## src/rtl/instr_sequencer.sv

```systemverilog
// instr_sequencer: multi-cycle fetch/decode/execute control FSM for the
// 16-bit processor. It fetches over a req/ack handshake, decodes the
// instruction register, strobes the regfile/ALU controls for one cycle in
// EXECUTE, and resolves JMP/JZ branches when it updates the PC.
module instr_sequencer #(
    parameter int PC_WIDTH = 8
) (
    input  logic                clk_pi,
    input  logic                reset_n_pi,
    input  logic                run_pi,
    output logic                imem_req_po,
    output logic [PC_WIDTH-1:0] imem_addr_po,
    input  logic                imem_ack_pi,
    input  logic [15:0]         imem_data_pi,
    input  logic [15:0]         reg1_data_pi,
    output logic [2:0]          src1_po,
    output logic [2:0]          src2_po,
    output logic [2:0]          dest_po,
    output logic [7:0]          imm_po,
    output logic [3:0]          alu_op_po,
    output logic                wr_dest_po,
    output logic                movi_lower_po,
    output logic                movi_higher_po,
    output logic                regfile_clk_en_po,
    output logic                flag_hold_po,
    output logic [PC_WIDTH-1:0] pc_po,
    output logic                halted_po
);

    typedef enum logic [2:0] {
        ST_IDLE    = 3'd0,
        ST_FETCH   = 3'd1,
        ST_DECODE  = 3'd2,
        ST_EXECUTE = 3'd3,
        ST_HALT    = 3'd4
    } state_t;

    localparam logic [3:0] OP_MOVIL = 4'hA;
    localparam logic [3:0] OP_MOVIH = 4'hB;
    localparam logic [3:0] OP_JZ    = 4'hC;
    localparam logic [3:0] OP_JMP   = 4'hD;
    localparam logic [3:0] OP_HALT  = 4'hF;

    state_t                state_q;
    state_t                state_d;
    logic [PC_WIDTH-1:0]   pc_q;
    logic [PC_WIDTH-1:0]   pc_d;
    logic [15:0]           ir_q;
    logic [15:0]           ir_d;

    logic [3:0]            opcode_s;
    logic                  is_alu_s;
    logic                  jump_taken_s;

    assign opcode_s     = ir_q[15:12];
    assign is_alu_s     = (opcode_s >= 4'h1) && (opcode_s <= 4'h9);
    // JZ tests the register selected by rd, which arrives on read port 1
    assign jump_taken_s = (opcode_s == OP_JMP) ||
                          ((opcode_s == OP_JZ) && (reg1_data_pi == 16'h0000));

    // State register; asynchronous reset returns to IDLE
    always_ff @(posedge clk_pi or negedge reset_n_pi) begin
        if (!reset_n_pi) begin
            state_q <= ST_IDLE;
        end else begin
            state_q <= state_d;
        end
    end

    // PC and instruction register
    always_ff @(posedge clk_pi or negedge reset_n_pi) begin
        if (!reset_n_pi) begin
            pc_q <= {PC_WIDTH{1'b0}};
            ir_q <= 16'h0000;
        end else begin
            pc_q <= pc_d;
            ir_q <= ir_d;
        end
    end

    // Next-state logic; a running instruction always completes even if run drops
    always_comb begin
        state_d = state_q;
        case (state_q)
            ST_IDLE: begin
                if (run_pi) begin
                    state_d = ST_FETCH;
                end else begin
                    state_d = ST_IDLE;
                end
            end
            ST_FETCH: begin
                if (imem_ack_pi) begin
                    state_d = ST_DECODE;
                end else begin
                    state_d = ST_FETCH;
                end
            end
            ST_DECODE: begin
                state_d = ST_EXECUTE;
            end
            ST_EXECUTE: begin
                if (opcode_s == OP_HALT) begin
                    state_d = ST_HALT;
                end else if (run_pi) begin
                    state_d = ST_FETCH;
                end else begin
                    state_d = ST_IDLE;
                end
            end
            ST_HALT: begin
                state_d = ST_HALT;
            end
            default: begin
                state_d = ST_IDLE;
            end
        endcase
    end

    // IR capture on the ack in FETCH and PC update on leaving EXECUTE
    always_comb begin
        ir_d = ir_q;
        pc_d = pc_q;
        if ((state_q == ST_FETCH) && imem_ack_pi) begin
            ir_d = imem_data_pi;
        end else begin
            ir_d = ir_q;
        end
        if ((state_q == ST_EXECUTE) && (opcode_s != OP_HALT)) begin
            if (jump_taken_s) begin
                pc_d = ir_q[PC_WIDTH-1:0];
            end else begin
                pc_d = pc_q + {{(PC_WIDTH-1){1'b0}}, 1'b1};
            end
        end else begin
            pc_d = pc_q;
        end
    end

    // Output logic: fetch handshake, decoded fields and one-cycle EXECUTE strobes
    always_comb begin
        imem_req_po       = 1'b0;
        wr_dest_po        = 1'b0;
        movi_lower_po     = 1'b0;
        movi_higher_po    = 1'b0;
        regfile_clk_en_po = 1'b0;
        flag_hold_po      = 1'b0;
        halted_po         = 1'b0;
        imem_addr_po      = pc_q;
        pc_po             = pc_q;
        src1_po           = (opcode_s == OP_JZ) ? ir_q[11:9] : ir_q[8:6];
        src2_po           = ir_q[5:3];
        dest_po           = ir_q[11:9];
        imm_po            = ir_q[7:0];
        alu_op_po         = is_alu_s ? opcode_s : 4'h0;
        case (state_q)
            ST_FETCH: begin
                imem_req_po = 1'b1;
            end
            ST_EXECUTE: begin
                if (is_alu_s) begin
                    wr_dest_po        = 1'b1;
                    regfile_clk_en_po = 1'b1;
                end else begin
                    case (opcode_s)
                        OP_MOVIL: begin
                            wr_dest_po        = 1'b1;
                            movi_lower_po     = 1'b1;
                            regfile_clk_en_po = 1'b1;
                            flag_hold_po      = 1'b1;
                        end
                        OP_MOVIH: begin
                            wr_dest_po        = 1'b1;
                            movi_higher_po    = 1'b1;
                            regfile_clk_en_po = 1'b1;
                            flag_hold_po      = 1'b1;
                        end
                        default: begin
                            wr_dest_po = 1'b0;
                        end
                    endcase
                end
            end
            ST_HALT: begin
                halted_po = 1'b1;
            end
            default: begin
                imem_req_po = 1'b0;
            end
        endcase
    end

endmodule

```

## config.mk

```make
export PLATFORM = sky130hd
export DESIGN_NAME = instr_sequencer
export DESIGN_NICKNAME = d
export VERILOG_FILES = /design/src/rtl/instr_sequencer.sv
export SDC_FILE = /design/constraint.sdc
export NUM_CORES = 1
export LEC_CHECK = 0
export ABC_AREA = 1
export BUFFER_PORTS_ARGS = -buffer_cell sky130_fd_sc_hd__buf_2
export CAP_MARGIN = 20
export CORE_UTILIZATION = 42
export DETAILED_ROUTE_END_ITERATION = 8
export HOLD_SLACK_MARGIN = 0.15
export PLACE_DENSITY = 0.76
export SLEW_MARGIN = 0
export SYNTH_ARGS = -nofsm -noshare
export SYNTH_HDL_FRONTEND = slang
export SYNTH_SLANG_ARGS = --single-unit
```

## constraint.sdc

```tcl
create_clock -name clk_pi -period 1.25 [get_ports clk_pi]
set_input_delay 0.125 -clock clk_pi [delete_from_list [all_inputs] [get_ports clk_pi]]
set_output_delay 0.125 -clock clk_pi [all_outputs]
set_load 0.02 [all_outputs]
```

; ---- Word level (Yosys, flattened, before mapping)
; Cells that the tools add are included.
[classes]
add_sub_neg = 1
magnitude_cmp = 2
eq_ne = 10
n_mux = 20
n_reduce_logical = 8
[op_table]
columns = cell, n
row1 = 4-bit equality test (second input constant), 5
row2 = 16-bit logical NOT, 1
row3 = 3-bit case mux with 5 select lines, 1
row4 = 1-bit two-way mux, 14
row5 = 8-bit by 1-bit adder with 8-bit output (second input constant), 1
row6 = 8-bit two-way mux, 1
row7 = 3-bit by 2-bit equality test with 1-bit output (second input constant), 2
row8 = 3-bit two-way mux, 2
row9 = 4-bit by 1-bit >= comparator with 1-bit output (second input constant), 1
row10 = 4-bit <= comparator (second input constant), 1
row11 = 1-bit logical AND, 4
row12 = 4-bit two-way mux, 1
row13 = 4-bit != test (second input constant), 1
row14 = 3-bit by 1-bit equality test with 1-bit output (second input constant), 1
row15 = 3-bit equality test (second input constant), 1
row16 = 3-bit logical NOT, 1
row17 = 2-bit two-way mux, 1
row18 = 2-bit OR reduction, 1
row19 = 1-bit logical OR, 1
[totals]
ff_bits = 27
inputBits = 36
out_inout_bits = 44
word_cells = 44

; ---- Longest topological paths before layout
; Gate-level depths: netlist of run 1.
[depth]
word_depth = 5
ltp_mapped = 8
ltp_nobuf = 8

; ---- Worst setup path after synthesis of run 1
; OpenSTA, ideal clock, no wires.
[synth_path]
path_kind = register -> output
from = reg state_q[2]
to = out wr_dest_po
t_arrival_ps = 1473
t_required_ps = 1125
slack_ps = -348
stages_incl_launch_ff = 5
path_buffers = 1
path_cell_list = dfrtp_1 -> clkinv_1 -> nand3_1 -> o21ai_0 -> buf_4
[synth_via]
elab_chain_len = 2
[synth_lines]
columns = item, line
row1 = "start, declared", 44  ; state_t state_q;
row2 = "start signal, assigned", 66  ; state_q <= state_d;
row3 = 3-bit by 2-bit equality test with 1-bit output, -
row4 = 1-bit two-way mux, -
row5 = "end, declared", 21  ; output logic wr_dest_po,
; No other way between the ends.

; ---- Worst setup path after layout of run 1
[layout_path]
from = reg state_q[2]
to = out regfile_clk_en_po
[layout_via]
elab_chain_len = 2
[layout_lines]
columns = item, line
row1 = 3-bit by 2-bit equality test with 1-bit output, 156  ; case (state_q)
row2 = 1-bit two-way mux, 156
row3 = "end, declared", 24  ; output logic regfile_clk_en_po,
; No other way between the ends.

==> results of run 1 <==
==> logic make-up after synthesis <==
family                   share of synthesized area
buffers and inverters                       0.1597
AO/OA/AOI/OAI                              0.08633
flip-flops                                  0.3885
XOR/XNOR                                   0.01511
multiplexers                               0.02374
AND/OR/NAND/NOR                             0.3194
adder cells (fa/ha/maj)                   0.007193
==> power breakdown <==
group          leakage [uW]  total (uW)  switching, uW  internal [uW]
registers          0.000260         873              0            873
clock network     0.0000255         516            292            224
logic               0.00129         141           57.0           83.8
total               0.00158        1530            349           1180
==> metal layers <==
metal,up-vias,part of all wire,GRT usage
li1,926,-,-
met5,-,0,0
met4,0,0.019,0.06649
met3,12,0.053,0.02414
met1,930,0.42,0.2894
met2,87,0.51,0.4184
==> worst max-delay path by stage <==
stage               slack, ns  startpoint           endpoint
global route            -0.40  state_q[2]       flag_hold_po
floorplan               -0.16  state_q[2]      movi_lower_po
finish                  -0.34  state_q[2]  regfile_clk_en_po
CTS                     -0.29  state_q[2]  regfile_clk_en_po
detailed placement      -0.11  state_q[2]      movi_lower_po
global placement        -0.03  state_q[2]      movi_lower_po
==> worst min-delay path: cells and delay by family <==
kind	cells	cell delay, ns
buf+inv	2	0.22
simple gates	2	0.12
==> per-stage QoR <==
stage          instance area, um2  std cells  setup TNS, ns  utilization
2_1_floorplan                1783        219         -1.529            -
3_3_place_gp                 2236        348       -0.03393       0.5590
3_5_place_dp                 2236        348        -0.4420       0.5590
4_1_cts                      2799        381         -3.863       0.6997
5_1_grt                      2992        389         -9.014       0.7479
6_report                     2992        389         -6.479       0.7479
==> area by class of cell <==
| class | instances | area, um2 |
|---|---|---|
| Timing Repair Buffer | 141 | 1075 |
| Multi-Input combinational cell | 146 | 1042 |
| Fill cell | 267 | 1008 |
| Sequential cell | 27 | 683.2 |
| Inverter | 21 | 82.58 |
| Tap cell | 50 | 62.56 |
| Clock buffer | 3 | 41.29 |
| Clock inverter | 1 | 5.005 |
==> state kept, by name, indices dropped and copies added, names as in the netlist <==
signal and flops:
imem_addr_po 8, ir_q 16, state_q 3
==> layout by cell type (no fill, tap or decap), drive strengths merged <==
cell and instances:
a21oi 14, buf 123, clkbuf 3, clkinv 2, dfrtp 27, dlygate4sd3 18
ha 1, inv 20, mux2 3, nand2 40, nand3 32, nand3b 1
nand4 1, nor2 39, nor3 3, o21ai 6, o21bai 1, o32ai 1
or2 1, xnor2 1, xor2 2
==> repair_timing <==
item	CTS	global route
buffers inserted	12	7
endpoints found under the hold margin	44	0
pin swaps	12	18
endpoints found under the setup margin	31	40
hold buffers	18	0
cloned	1	2
resized for setup	74	35
==> flow_summary.json, run 1 <==
{
  "via_count": 1955,
  "root_buffer": "clkbuf_8",
  "fp.dieW_um": 66.35,
  "r2r-end": "ir_q[11]",
  "r2r-start": "state_q[1]",
  "synthesis.area_um2": 1739,
  "track_usage": 0.2319,
  "ant_nets": 0,
  "hold_class": "in -> reg",
  "grt-ovfl-total": 0,
  "place_ws_ns": -0.1064,
  "grt_pass1_wl_mm": 7.693,
  "relSlewSlack": 0.7665,
  "violations": "negative setup slack",
  "critical_path_class": "reg -> out",
  "yosysSeqAreaShare": 0.3885,
  "cp_slowest_cell": "dfrtp_1",
  "cts_sinks": 27,
  "drive_gt1_frac": 0.6047,
  "ys_warn_count": 0,
  "hold_depth": 4,
  "tightest_slew_ns": 0.3503,
  "vias_per_cell": 5.026,
  "hold_violations": 0,
  "ys_types": 32,
  "endpoint_kind": "output pin",
  "setup_violations": 40,
  "total_power_uw": 1530,
  "holdPathEnd": "state_q[0]",
  "crit_arrival_ns": 1.46,
  "start_util": 0.4348,
  "status": "complete, but fails checks",
  "netlist_instances": 219,
  "syn_nets": 256,
  "synthTopCellsByCount": "35 x nand2_1, 35 x nor2_1, 31 x nand3_1, 27 x dfrtp_1, 23 x buf_4",
  "drv_cap": 0,
  "slew_violations": 0,
  "synthArstFlopShare": 1.000,
  "synth-edff-count": 0,
  "clk_pin_slew_ns": 0.10,
  "cp_common_cell": "buf_6",
  "routed_wl_mm": 5.599,
  "cp_slowest_stage_delay_ns": 0.41,
  "rsz0062_at_grt": "yes",
  "fin_worst_skew_ns": 0.001079,
  "cts_buffer_depth": 2,
  "die_area_um2": 4402,
  "insertion_delay_ns": 0.27,
  "drc_errors": 0,
  "antenna_found_initial": 0,
  "critPathTopFamily": "flip-flops",
  "synth_ff_type": "dfrtp_1",
  "avgSynthCellArea_um2": 7.941,
  "ys_ff_latch": 27,
  "post-route-period-util": 1.270,
  "first_pass_iters": 4,
  "fin_nets": 377,
  "gp_congestion": 0.8813,
  "routedWlPerCell_um": 14.39,
  "worst_slack_ns": -0.3377,
  "place_hpwl_mm": 3.261,
  "ff2ff_path_depth": 5,
  "layout_min_cycle_time_ns": 1.588,
  "rrSetupSlack_ns": -0.22,
  "io_buffers": 79,
  "yosys-top-cells-area": "dfrtp_1 39%, buf_4 9.9%, nand3_1 8.9%",
  "tritoncts": "done",
  "holdWs_ns": 0.2109,
  "synth.top_cell.area_share": 0.3885,
  "antennaDiodeCount": 0,
  "die_h_um": 66.35,
  "core_um2": 4000,
  "grt_pass1_vias": 1722,
  "worstPathRequired_ns": 1.12,
  "cts_buffers": 3,
  "drt_iter0_markers": 62,
  "fmax_ghz": 0.6299,
  "htreeDepth": 1,
  "leakagePower_uw": 0.001576,
  "pin_count": 80,
  "cp_num_buf_inv": 3,
  "path_cells": "clkinv_2, nand3_2, nand3b_1, buf_6, o21ai_4, buf_6",
  "rows": 23,
  "grt_max_degree": 16,
  "yosysTopAreaCell": "dfrtp_1",
  "peakVddDrop_mv": 0.4282,
  "cp-start-kind": "flop",
  "area_growth_syn_to_layout_pct": 72.01,
  "path_max_fanout": 3,
  "p_per_area_nw_per_um2": 511.3,
  "worst-path-stages": 6,
  "hold_path_startpoint": "imem_ack_pi"
}
Power figures use the tool's default switching activity.
==> inputs of run 2 (changes only) <==
--- a/config.mk
+++ b/config.mk
@@ -10,6 +10,7 @@
 export CAP_MARGIN = 20
 export CORE_UTILIZATION = 42
 export DETAILED_ROUTE_END_ITERATION = 8
+export GPL_TIMING_DRIVEN = 0
 export HOLD_SLACK_MARGIN = 0.15
 export PLACE_DENSITY = 0.76
 export SLEW_MARGIN = 0
==> flow_summary.json, run 2 (synthesis results as in run 1) <==
{
  "status": "complete, but fails checks",
  "violations": "negative setup slack",
  "track_usage": 0.2432,
  "via_count": 1981,
  "path_cells": "clkinv_2, nand3_4, nand3b_1, o21ai_4, buf_6, buf_6",
  "fin_nets": 389,
  "drv_cap": 0,
  "power_frac_comb": 0.088,
  "root_buffer": "clkbuf_8",
  "core_um2": 4000,
  "crit_arrival_ns": 1.49,
  "hold_violations": 0,
  "insertion_delay_ns": 0.28,
  "rsz0062_at_grt": "yes",
  "holdWs_ns": 0.1583,
  "ant_nets": 0,
  "routed_wl_mm": 5.695,
  "cts_buffer_depth": 2,
  "total_power_uw": 1507,
  "tightest_slew_ns": 0.6079,
  "start_util": 0.4348,
  "rows": 23,
  "critical_path_class": "reg -> out",
  "fin_util": 0.7623,
  "finalSetupTns_ns": -7.037,
  "hold_class": "in -> reg",
  "cts_sinks": 27,
  "layout_min_cycle_time_ns": 1.611,
  "final_common_cell": "buf_2",
  "intPower_uw": 1176,
  "place_hpwl_mm": 3.062,
  "cp_slowest_cell": "dfrtp_1",
  "die_area_um2": 4402,
  "power_switching_uw": 331.5,
  "mostFrequentLayoutCells": "67 x buf_2, 47 x buf_4, 33 x nand2_1",
  "dp.cells": 348,
  "largest_reg_flops": 16,
  "slew_violations": 0,
  "die_h_um": 66.35,
  "grt_max_degree": 28,
  "setup_violations": 39,
  "worst_slack_ns": -0.3608,
  "critPathTopFamily": "flip-flops",
  "antennaDiodeCount": 0,
  "first_pass_iters": 4,
  "cp-start-kind": "flop",
  "p_per_area_nw_per_um2": 494.4,
  "stdcell_count": 401,
  "drc_errors": 0,
  "area_growth_syn_to_layout_pct": 75.32,
  "swShare": 0.2199,
  "cts_buffers": 3,
  "endpoint_kind": "output pin",
  "clk_pin_slew_ns": 0.09,
  "grt_pass1_vias": 1777,
  "worstPathRequired_ns": 1.12,
  "io_buffers": 79,
  "fp.dieW_um": 66.35,
  "antenna_found_initial": 0,
  "leakagePower_uw": 0.001620,
  "path_max_fanout": 4,
  "fmax_ghz": 0.6208,
  "relSlewSlack": 0.5948,
  "drt_iter0_markers": 97,
  "cp_common_cell": "buf_6",
  "grt-ovfl-total": 0,
  "cp_slowest_stage_delay_ns": 0.41,
  "htreeDepth": 1,
  "tritoncts": "done",
  "nFillCells": 289,
  "cp_num_buf_inv": 3,
  "post-route-period-util": 1.289,
  "top_register": "ir_q",
  "fin_worst_skew_ns": 0.01054,
  "peakVddDrop_mv": 0.3693,
  "gp_congestion": 0.7589,
  "sequentialPowerShare": 0.579,
  "drive_gt1_frac": 0.6040,
  "pin_count": 80,
  "vias_per_cell": 4.940,
  "grt_pass1_wl_mm": 8.093,
  "clock_power_share": 0.333,
  "routedWlPerCell_um": 14.20
}
## run 2: timing repair
action,CTS,global route
endpoints found under the hold margin,44,0
endpoints found under the setup margin,35,39
gates resized for setup,53,41
buffers inserted,22,9
hold buffers,18,0
pin swaps,5,12
gates cloned,1,0
## run 2: worst paths after layout
path,end,depth (start not counted),from,slack [ns]
worst max-delay path,wr_dest_po,6,state_q[2],-0.36
max in group asynchronous,state_q[1],2,reset_n_pi,0.43
worst min-delay path,state_q[0],4,imem_ack_pi,0.16
min in group asynchronous,ir_q[5],2,reset_n_pi,0.38
worst max register to register,ir_q[9],6,state_q[1],-0.30
worst min register to register,ir_q[8],2,ir_q[8],0.54
## run 2: per-stage QoR
stage	area, um2	setup WS, ns
floorplan	1783	-0.1556
global placement	2241	-0.2819
detailed placement	2241	-0.2811
CTS	2831	-0.3046
global route	3049	-0.4334
finish	3049	-0.3608
## run 2: cell type report
| class | instances | area [um2] | share of cell area |
|---|---|---|---|
| multi-input combinational | 145 | 1011 | 0.3316 |
| clock inverter | 1 | 5.005 | 0.001641 |
| sequential | 27 | 684.4 | 0.2245 |
| timing repair buffer | 128 | 924.6 | 0.3032 |
| clock buffer | 3 | 41.29 | 0.01354 |
| tap | 50 | 62.56 | 0.02052 |
| inverter | 21 | 80.08 | 0.02626 |
| buffer | 26 | 240.2 | 0.07879 |
## run 2: per-layer routing
layer | routed length [um] | track usage | vias to the layer above
met1 | 2375 | 0.3147 | 937
li1 | - | - | 948
met4 | 106 | 0.06915 | 0
met3 | 339 | 0.03621 | 10
met2 | 2872 | 0.4171 | 86
met5 | 0 | 0 | -
## run 2: power by group through the flow
stage	logic (uW)	registers, uW	clock network (uW)
floorplan	8.51	890	0
CTS	130	873	516
global route	145	873	560
finish	132	873	503
global placement	80.0	890	0
detailed placement	81.1	890	0
## run 2: worst register-to-register path, cell delays in order (launching register included)
cell,delay (ns)
dfrtp_2,0.44
buf_4,0.16
nor3_4,0.21
nand2_2,0.12
buf_6,0.15
buf_4,0.12
mux2_2,0.25
==> inputs of run 3 (changes only) <==
--- a/config.mk
+++ b/config.mk
@@ -13,6 +13,7 @@
 export GPL_TIMING_DRIVEN = 0
 export HOLD_SLACK_MARGIN = 0.15
 export PLACE_DENSITY = 0.76
+export SETUP_SLACK_MARGIN = 0.2
 export SLEW_MARGIN = 0
 export SYNTH_ARGS = -nofsm -noshare
 export SYNTH_HDL_FRONTEND = slang
==> flow_summary.json, run 3 (synthesis results as in run 1) <==
{
  "gp_congestion": 0.8272,
  "startpoint": "ir_q[15]",
  "die_area_um2": 4402,
  "htreeDepth": 1,
  "final_cell_area_um2": 3560,
  "drive_gt1_frac": 0.6630,
  "crit_arrival_ns": 1.49,
  "nFillCells": 137,
  "setup_violations": 40,
  "grt_pass1_vias": 2122,
  "rsz0062_at_grt": "yes",
  "cts_sinks": 27,
  "tightest_slew_ns": 0.6338,
  "path_max_fanout": 5,
  "start_util": 0.4348,
  "antennaDiodeCount": 0,
  "track_usage": 0.2926,
  "core_um2": 4000,
  "via_count": 2337,
  "status": "complete, but fails checks",
  "pin_count": 80,
  "peakVddDrop_mv": 0.5232,
  "drv_cap": 0,
  "drc_errors": 0,
  "largest_reg_flops": 16,
  "hold_path_startpoint": "imem_ack_pi",
  "grt-ovfl-total": 0,
  "fmax_ghz": 0.6195,
  "routed_wl_mm": 8.557,
  "grt_max_degree": 28,
  "critical_path_class": "reg -> out",
  "slew_violations": 0,
  "stdcell_count": 418,
  "first_pass_iters": 6,
  "fin_worst_skew_ns": 0.006959,
  "mostFrequentLayoutCells": "75 x buf_6, 39 x buf_2, 35 x buf_4",
  "cp-start-kind": "flop",
  "die_h_um": 66.35,
  "hold_class": "in -> reg",
  "cts_buffer_depth": 2,
  "insertion_delay_ns": 0.28,
  "leakagePower_uw": 0.001867,
  "root_buffer": "clkbuf_8",
  "drt_iter0_markers": 171,
  "tritoncts": "done",
  "final_common_cell": "buf_6",
  "vias_per_cell": 5.591,
  "cts_buffers": 3,
  "post-route-period-util": 1.291,
  "top_register": "ir_q",
  "ant_nets": 0,
  "endpoint_kind": "output pin",
  "worstPathRequired_ns": 1.12,
  "hold_violations": 0,
  "place_hpwl_mm": 3.157,
  "relSlewSlack": 0.5774,
  "clk_pin_slew_ns": 0.10,
  "fin_util": 0.8899,
  "antenna_found_initial": 0,
  "grt_pass1_wl_mm": 9.763,
  "r2r-start": "state_q[1]",
  "layout_min_cycle_time_ns": 1.614,
  "routedWlPerCell_um": 20.47,
  "p_per_area_nw_per_um2": 431.8,
  "fp.dieW_um": 66.35,
  "worst_slack_ns": -0.3642,
  "placed_area_um2": 2325,
  "io_buffers": 79,
  "violations": "negative setup slack",
  "dp.cells": 348,
  "rows": 23,
  "area_growth_syn_to_layout_pct": 104.7,
  "fin_nets": 406
}
## run 3: per-layer routing
| metal | vias up | part of all wire | global-route usage | wire length (um) |
|---|---|---|---|---|
| met5 | - | 0 | 0 | 0 |
| met4 | 0 | 0.054 | 0.1144 | 462 |
| met3 | 50 | 0.076 | 0.03621 | 648 |
| met2 | 173 | 0.51 | 0.5128 | 4331 |
| met1 | 1129 | 0.36 | 0.3617 | 3114 |
| li1 | 985 | - | - | - |
## run 3: power breakdown
part | internal (uW) | total [uW] | switching [uW]
combinational | 80.3 | 142 | 61.5
sequential | 873 | 873 | 0
clock | 229 | 523 | 294
## run 3: path summary, 6_finish.rpt
| path | end | slack, ns | cells after the start |
|---|---|---|---|
| max in group asynchronous | imem_addr_po[3] | 0.41 | 2 |
| worst min-delay path | state_q[0] | 0.19 | 4 |
| min in group asynchronous | ir_q[9] | 0.38 | 2 |
| worst min register to register | ir_q[8] | 0.61 | 2 |
| worst max register to register | ir_q[1] | -0.35 | 6 |
| worst max-delay path | wr_dest_po | -0.36 | 5 |
## run 3: area by class of cell
class | instances | area, um2 | area share
Multi-Input combinational cell | 145 | 1107 | 0.3111
Timing Repair Buffer | 145 | 1256 | 0.3529
Tap cell | 50 | 62.56 | 0.01757
Sequential cell | 27 | 686.9 | 0.1930
Buffer | 26 | 319.1 | 0.08963
Inverter | 21 | 82.58 | 0.02320
Clock buffer | 4 | 45.04 | 0.01265
## run 3: metrics by stage
stage	total power, uW	setup slack [ns]	hold slack [ns]	TNS (ns)
after floorplan	898.6	-0.1534	-0.1706	-1.466
after global placement	967.3	-0.2689	0.1674	-2.106
after detailed placement	969.5	-0.2877	0.1787	-2.737
after CTS	1507	-0.3452	0.1577	-6.180
after global routing	1581	-0.3968	0.2047	-10.49
final	1537	-0.3642	0.1947	-9.291
## run 3: worst max-delay path: stages (launching register included)
cell and delay (ns):
dfrtp_2 0.47, inv_1 0.21, o21ai_2 0.12, o21ai_4 0.19
buf_6 0.12, buf_6 0.10
## run 3: what timing repair did
action                                  CTS  global route
endpoints found under the setup margin   65            68
hold endpoints to repair                 44             0
resized for setup                       121            53
hold buffers                             18             0
pin swaps                                10            15
cloned                                    1             1
setup buffers                            36            10
